## config.mk

```make
export PLATFORM = sky130hd
export DESIGN_NAME = mem_axi_arbiter
export DESIGN_NICKNAME = d
export VERILOG_FILES = /design/src/rtl/mem_axi_arbiter_pkg.sv /design/src/rtl/mem_axi_arbiter_rr2.sv /design/src/rtl/mem_axi_arbiter.sv
export SDC_FILE = /design/constraint.sdc
export NUM_CORES = 1
export LEC_CHECK = 0
export ABC_AREA = 1
export BUFFER_PORTS_ARGS = -buffer_cell sky130_fd_sc_hd__buf_2
export CORE_AREA = 10 10 199 201
export CTS_CLUSTER_DIAMETER = 120
export DETAILED_ROUTE_END_ITERATION = 8
export DIE_AREA = 0 0 209 211
export PLACE_DENSITY_LB_ADDON = 0.1
export SLEW_MARGIN = 5
export SYNTH_ARGS = -nofsm -noshare
export SYNTH_HDL_FRONTEND = slang
export SYNTH_SLANG_ARGS = --single-unit
```

## constraint.sdc

```tcl
create_clock -name clk -period 2.65 [get_ports clk]
set_input_delay 0.3975 -clock clk [delete_from_list [all_inputs] [get_ports clk]]
set_output_delay 0.3975 -clock clk [all_outputs]
set_load 0.02 [all_outputs]
```

## src/rtl/mem_axi_arbiter_pkg.sv

```systemverilog
// Shared types and constants for the IFU/LSU memory port arbiter.
// State encodings and AXI response codes live here.
package mem_axi_arbiter_pkg;

  localparam int ARB_ADDR_W = 32;
  localparam int ARB_DATA_W = 64;

  typedef enum logic [2:0] {
    MEM_ARB_IDLE    = 3'd0,
    MEM_ARB_RD_ADDR = 3'd1,
    MEM_ARB_RD_DATA = 3'd2,
    MEM_ARB_WR_REQ  = 3'd3,
    MEM_ARB_WR_RESP = 3'd4
  } arb_state_e;

  localparam logic [1:0] AXI_RESP_OKAY   = 2'b00;
  localparam logic [1:0] AXI_RESP_SLVERR = 2'b10;

endpackage

```

## src/rtl/mem_axi_arbiter_rr2.sv

```systemverilog
// Two-way round-robin pick between IFU (req[0]) and LSU (req[1]).
// A tie goes to whichever side was not served last.
module mem_axi_arbiter_rr2 (
  input  logic [1:0] i_req,
  input  logic       i_last_lsu,
  output logic       o_pick_lsu
);

  assign o_pick_lsu = i_req[1] & (~i_req[0] | ~i_last_lsu);

endmodule

```

## src/rtl/mem_axi_arbiter.sv

```systemverilog
// Serializes IFU reads and LSU reads/writes onto one AXI-lite slave.
// Writes win in IDLE; reads alternate between IFU and LSU.
module mem_axi_arbiter
  import mem_axi_arbiter_pkg::*;
#(
  parameter int ADDR_W = ARB_ADDR_W,
  parameter int DATA_W = ARB_DATA_W
) (
  input  logic                clk,
  input  logic                rst,
  input  logic                i_ifu_arvalid,
  input  logic [ADDR_W-1:0]   i_ifu_araddr,
  output logic                o_ifu_arready,
  output logic                o_ifu_rvalid,
  output logic [DATA_W-1:0]   o_ifu_rdata,
  output logic [1:0]          o_ifu_rresp,
  input  logic                i_ifu_rready,
  input  logic                i_lsu_arvalid,
  input  logic [ADDR_W-1:0]   i_lsu_araddr,
  output logic                o_lsu_arready,
  output logic                o_lsu_rvalid,
  output logic [DATA_W-1:0]   o_lsu_rdata,
  output logic [1:0]          o_lsu_rresp,
  input  logic                i_lsu_rready,
  input  logic                i_lsu_awvalid,
  input  logic [ADDR_W-1:0]   i_lsu_awaddr,
  output logic                o_lsu_awready,
  input  logic                i_lsu_wvalid,
  input  logic [DATA_W-1:0]   i_lsu_wdata,
  input  logic [DATA_W/8-1:0] i_lsu_wstrb,
  output logic                o_lsu_wready,
  output logic                o_lsu_bvalid,
  output logic [1:0]          o_lsu_bresp,
  input  logic                i_lsu_bready,
  output logic                o_s_arvalid,
  output logic [ADDR_W-1:0]   o_s_araddr,
  input  logic                i_s_arready,
  input  logic                i_s_rvalid,
  input  logic [DATA_W-1:0]   i_s_rdata,
  input  logic [1:0]          i_s_rresp,
  output logic                o_s_rready,
  output logic                o_s_awvalid,
  output logic [ADDR_W-1:0]   o_s_awaddr,
  input  logic                i_s_awready,
  output logic                o_s_wvalid,
  output logic [DATA_W-1:0]   o_s_wdata,
  output logic [DATA_W/8-1:0] o_s_wstrb,
  input  logic                i_s_wready,
  input  logic                i_s_bvalid,
  input  logic [1:0]          i_s_bresp,
  output logic                o_s_bready
);

  arb_state_e r_state;
  arb_state_e w_state_nxt;

  logic r_grant_lsu;
  logic r_last_rd_lsu;
  logic r_aw_done;
  logic r_w_done;

  logic w_pick_lsu;
  logic w_wr_req;
  logic w_rd_req;
  logic w_m_rready;
  logic w_ar_fire;
  logic w_r_fire;
  logic w_aw_fire;
  logic w_w_fire;
  logic w_wr_both;
  logic w_b_fire;

  mem_axi_arbiter_rr2 u_rr2 (
    .i_req      ({i_lsu_arvalid, i_ifu_arvalid}),
    .i_last_lsu (r_last_rd_lsu),
    .o_pick_lsu (w_pick_lsu)
  );

  assign w_wr_req   = i_lsu_awvalid & i_lsu_wvalid;
  assign w_rd_req   = i_ifu_arvalid | i_lsu_arvalid;
  assign w_m_rready = r_grant_lsu ? i_lsu_rready : i_ifu_rready;
  assign w_ar_fire  = o_s_arvalid & i_s_arready;
  assign w_r_fire   = i_s_rvalid & o_s_rready;
  assign w_aw_fire  = o_s_awvalid & i_s_awready;
  assign w_w_fire   = o_s_wvalid & i_s_wready;
  assign w_b_fire   = i_s_bvalid & o_s_bready;
  // Both halves of the write may land on the same edge.
  assign w_wr_both  = (r_aw_done | w_aw_fire) &
                      (r_w_done | w_w_fire);

  always_ff @(posedge clk) begin
    if (rst) begin
      r_state       <= MEM_ARB_IDLE;
      r_grant_lsu   <= 1'b0;
      r_last_rd_lsu <= 1'b1;
      r_aw_done     <= 1'b0;
      r_w_done      <= 1'b0;
    end else begin
      r_state <= w_state_nxt;
      if (r_state == MEM_ARB_IDLE && !w_wr_req && w_rd_req)
        r_grant_lsu <= w_pick_lsu;
      if (r_state == MEM_ARB_RD_DATA && w_r_fire)
        r_last_rd_lsu <= r_grant_lsu;
      if (r_state == MEM_ARB_WR_REQ && w_wr_both) begin
        r_aw_done <= 1'b0;
        r_w_done  <= 1'b0;
      end else begin
        if (w_aw_fire) r_aw_done <= 1'b1;
        if (w_w_fire)  r_w_done  <= 1'b1;
      end
    end
  end

  always_comb begin
    w_state_nxt = r_state;
    unique case (r_state)
      MEM_ARB_IDLE: begin
        if (w_wr_req)      w_state_nxt = MEM_ARB_WR_REQ;
        else if (w_rd_req) w_state_nxt = MEM_ARB_RD_ADDR;
      end
      MEM_ARB_RD_ADDR:
        if (w_ar_fire) w_state_nxt = MEM_ARB_RD_DATA;
      MEM_ARB_RD_DATA:
        if (w_r_fire) w_state_nxt = MEM_ARB_IDLE;
      MEM_ARB_WR_REQ:
        if (w_wr_both) w_state_nxt = MEM_ARB_WR_RESP;
      MEM_ARB_WR_RESP:
        if (w_b_fire) w_state_nxt = MEM_ARB_IDLE;
      default: w_state_nxt = MEM_ARB_IDLE;
    endcase
  end

  always_comb begin
    o_ifu_arready = 1'b0;
    o_ifu_rvalid  = 1'b0;
    o_ifu_rdata   = '0;
    o_ifu_rresp   = AXI_RESP_OKAY;
    o_lsu_arready = 1'b0;
    o_lsu_rvalid  = 1'b0;
    o_lsu_rdata   = '0;
    o_lsu_rresp   = AXI_RESP_OKAY;
    o_lsu_awready = 1'b0;
    o_lsu_wready  = 1'b0;
    o_lsu_bvalid  = 1'b0;
    o_lsu_bresp   = AXI_RESP_OKAY;
    o_s_arvalid   = 1'b0;
    o_s_araddr    = '0;
    o_s_rready    = 1'b0;
    o_s_awvalid   = 1'b0;
    o_s_awaddr    = '0;
    o_s_wvalid    = 1'b0;
    o_s_wdata     = '0;
    o_s_wstrb     = '0;
    o_s_bready    = 1'b0;
    unique case (r_state)
      MEM_ARB_RD_ADDR: begin
        o_s_arvalid   = 1'b1;
        o_s_araddr    = r_grant_lsu ? i_lsu_araddr
                                    : i_ifu_araddr;
        o_lsu_arready = r_grant_lsu & i_s_arready;
        o_ifu_arready = ~r_grant_lsu & i_s_arready;
      end
      MEM_ARB_RD_DATA: begin
        o_s_rready = w_m_rready;
        if (r_grant_lsu) begin
          o_lsu_rvalid = i_s_rvalid;
          o_lsu_rdata  = i_s_rdata;
          o_lsu_rresp  = i_s_rresp;
        end else begin
          o_ifu_rvalid = i_s_rvalid;
          o_ifu_rdata  = i_s_rdata;
          o_ifu_rresp  = i_s_rresp;
        end
      end
      MEM_ARB_WR_REQ: begin
        o_s_awvalid   = ~r_aw_done;
        o_s_awaddr    = i_lsu_awaddr;
        o_s_wvalid    = ~r_w_done;
        o_s_wdata     = i_lsu_wdata;
        o_s_wstrb     = i_lsu_wstrb;
        o_lsu_awready = i_s_awready & ~r_aw_done;
        o_lsu_wready  = i_s_wready & ~r_w_done;
      end
      MEM_ARB_WR_RESP: begin
        o_s_bready   = i_lsu_bready;
        o_lsu_bvalid = i_s_bvalid;
        o_lsu_bresp  = i_s_bresp;
      end
      default: ;
    endcase
  end

endmodule

```

Word-level counts from Yosys, hierarchy flattened
Cells that the tools add are included.

Bitwise operators: 21. Reductions and logical operators: 8. Eq/ne operators: 9. Muxes and demuxes: 36.

Operators with widths (count): $mux W64 (5); $mux W32 (3); $mux W3 (6); $mux W1 (15); $pmux W3 S5 (1); $and A1 B1 Y1 (12); $mux W2 (5); $mux W8 (1); $ne A2 B2 Y1 const B (4); $eq A3 B2 Y1 const B (2); $not A1 Y1 (5); $reduce_and A5 Y1 (1); $logic_and A1 B1 Y1 (4); $or A1 B1 Y1 (4); $eq A3 B1 Y1 const B (1); $eq A3 B3 Y1 const B (1); $logic_not A3 Y1 (1); $ne A3 B3 Y1 const B (1); $reduce_or A2 Y1 (1); $logic_not A1 Y1 (1).

Register bits after elaboration: 7. Bits of input ports: 250.

Longest topological paths before layout
Depth in word-level cells: 7. Depth in mapped cells: 10.

By module
A second synthesis with hierarchy kept.

Cells, all modules: 628. Area total of the unflattened synthesis: 2637.5 um^2.

Modules (own cells, without submodules): mem_axi_arbiter (seq. area each 140.1 um^2, area an instance 2625.0 um^2, cells each 626, instances 1); mem_axi_arbiter_rr2 (seq. area each 0.0 um^2, area an instance 12.5 um^2, cells each 2, instances 1).

Least setup slack after synthesis
OpenSTA, ideal clock, no wires.

Kind: flip-flop to output port. Start point: reg r_state[0]. End point: out o_s_araddr[10]. Data arrival time: 1341 ps. Required time: 2253 ps. Buffers on the path: 1. Stages on the path, launching flop included: 6. Slack: 911 ps. Cells stage by stage: dfxtp_1 -> inv_2 -> nor2_2 -> inv_2 -> buf_2 -> a21oi_1.

Longest elaborated chain between the ends: 2.

Ends and longest elaborated chain: start, declared (RTL line mem_axi_arbiter.sv:54) `arb_state_e r_state;`; start signal, assigned (RTL line mem_axi_arbiter.sv:99) `r_state <= w_state_nxt;`; $eq A3 B1 Y1 (RTL line mem_axi_arbiter.sv:155) `unique case (r_state)`; $mux W32 (RTL line mem_axi_arbiter.sv:155); end, declared (RTL line mem_axi_arbiter.sv:36) `output logic [ADDR_W-1:0] o_s_araddr,`.

No other way between the ends.

Final worst setup path
Start point: reg r_state[0]. End point: out o_lsu_rdata[34].

Longest elaborated chain between the ends: 2.

Ends and longest elaborated chain: $eq A3 B2 Y1 (RTL line mem_axi_arbiter.sv:155); $mux W64 (RTL line mem_axi_arbiter.sv:155); end, declared (RTL line mem_axi_arbiter.sv:22) `output logic [DATA_W-1:0] o_lsu_rdata,`.

No other way between the ends.

==> out/qor.yml <==
outcome:
  status: "complete, no violations"
run:
  cap_violations: 0
floorplanning:
  pin_count: 532
  die_w_um: 209
  start_util_pct: 7.568
  core_area_um2: 35400
  die_y_um: 211
  rows: 69
  die_area_um2: 44100
clock_network:
  clock-root-buffer: "clkbuf_16"
  cts_tree: "done"
  cts_buffers: 3
  postCtsSetupRepairBufs: 0
  insertion_delay_ns: 0.24
  path_clk_slew_ns: 0.04
  cts_resized: 0
  hold_buffers: 0
  clockBufferDepth: 2
  cts.sinks: 7
  htreeDepth: 1
synth:
  syn_nets: 882
  syn-cell-area_um2: 2679
  yosys_warnings: 0
  ys_seq_elements: 7
  synth.distinct_cells: 20
  syn_avg_cell_area_um2: 4.239
  yosysSeqAreaShare_pct: 5.231
  syn_inst: 632
power:
  ir_drop_mv: 0.2045
  p_leak_nw: 4.560
  p_per_area_nw_per_um2: 525.4
  power_mw: 3.110
global_routing:
  grt_usage_pct: 10.25
  grt_pass1_wl_um: 34840
  grt_pass1_vias: 5378
  grt_max_degree: 59
  overflow: 0
  antenna_found_initial: 0
sta:
  max_freq_mhz: 430.0
  setup_viol: 0
  skew_ns: 0.006348
  rsz0062_at_grt: "false"
  hold_violations: 0
  max_slew_margin_pct: 60.35
  timing.final.crit_share_pct: 87.76
  setup_tns_ns: 0
  worstMarginPinSlew_ns: 0.5938
  slew_viol_final: 0
  finalCriticalPeriod_ns: 2.326
drt:
  via_per_inst: 3.209
  vias: 5150
  drc: 0
  wl_per_cell_um: 15.37
  first_iter_violations: 204
  firstDrtPassIters: 6
  drt_wl_total_um: 24670
  ant_nets: 0
cells_and_area:
  area_growth_pct: 121.0
  fillers: 4276
  regArea_um2: 140.1
  layout_commonest_cell: "buf_2"
  final_layout_size_suffix_gt1_share_pct: 48.78
  final_cell_mix: "buf_2 (531), nor2_1 (254), inv_1 (189), nand2_1 (82), a21oi_1 (37)"
  multi_input_area_um2: 1593
  insertedDiodeCount: 0
  finalNetCount: 1395
critical_path:
  worstPathArrival_ns: 1.93
  rrSetupSlack_ns: 0.70
  critPathKind: "flip-flop to output port"
  crit_required_ns: 2.25
  cp_max_fo: 44
  startpoint_type: "flip-flop"
  cp-end-kind: "output port"
placement:
  io_buffers: 531
  dp_hpwl_um: 22300
  gp_congestion: 0.7854
hold_path:
  hold_path_class: "primary input to flip-flop"
==> synth_stat cells <==
cell type	instances	share of area (%)
dfxtp_1	7	5.2
o31ai_1	1	0.28
nand3_2	1	0.37
buf_1	3	0.42
nand3_1	7	1.3
o21bai_1	2	0.56
clkbuf_1	3	0.42
nand2_2	1	0.23
a21oi_1	37	6.9
nand2_1	83	12
nor3_1	5	0.93
nor2_2	2	0.47
o21ai_0	2	0.37
buf_2	18	3.4
inv_1	189	26
inv_2	4	0.56
buf_6	9	3.8
buf_4	3	0.84
nor2_1	254	36
nand4_1	1	0.23
==> report_power, final <==
part           internal (mW)  switching (mW)  total (mW)
clock network          0.200          0.0739       0.273
registers              0.128          0.0343       0.162
logic                  0.836            1.84        2.67
total                   1.16            1.95        3.11
==> critical path, stage by stage, from the launching register on <==
cell and delay, ns:
dfxtp_1 0.46, inv_2 0.10, nand3_2 0.13, inv_2 0.06, nand2_2 0.38, buf_12 0.28, nor2_1 0.07, buf_2 0.16
==> layout make-up <==
type,instances,area share (%)
well taps,461,9.744
flip-flops and latches,7,2.367
repair buffers,544,47.39
clock buffers,3,1.268
clock inverters,1,0.08455
multi-input cells,396,26.91
inverters,193,12.24
==> metrics by stage <==
step / cells / area, µm² / hold slack, ns / worst slack [ns] / util (%)
2_1_floorplan: 632 / 2679 / 0.4666 / 0.9111 / -
3_3_place_gp: 1601 / 5839 / 0.5754 / 0.6066 / 16.50
3_5_place_dp: 1601 / 5839 / 0.5694 / 0.5727 / 16.50
4_1_cts: 1605 / 5919 / 0.3948 / 0.3018 / 16.72
5_1_grt: 1605 / 5919 / 0.3981 / 0.1586 / 16.72
6_report: 1605 / 5919 / 0.3952 / 0.3244 / 16.72
==> flip-flops by register name (all words and copies together), names as in the netlist <==
register	flops
r_last_rd_lsu	1
r_state	3
r_grant_lsu	1
r_aw_done	1
r_w_done	1
==> final timing paths <==
path | start | endpoint | depth (start not counted)
setup / recovery | r_state[0] | o_lsu_rdata[34] | 7
hold / removal | rst | r_state[2] | 2
setup reg to reg | r_state[0] | r_aw_done | 5
hold reg to reg | r_last_rd_lsu | r_last_rd_lsu | 2
==> metal layers <==
layer	track usage (%)	share of wire (%)	vias up
met5	0	0	-
met4	1.488	0.71	0
met3	3.386	8.2	9
met2	20.99	56	251
met1	9.730	35	2139
li1	-	-	2751
==> cells by family (layout without fill, tap and decap cells) <==
| logic type | count (synthesis) | in the layout | synth area share [%] |
|---|---|---|---|
| buffers and inverters | 229 | 741 | 35.87 |
| AND/OR/NAND/NOR | 354 | 354 | 50.77 |
| AO/OA/AOI/OAI | 42 | 42 | 8.127 |
| flip-flops | 7 | 7 | 5.231 |
Power figures use the tool's default switching activity.
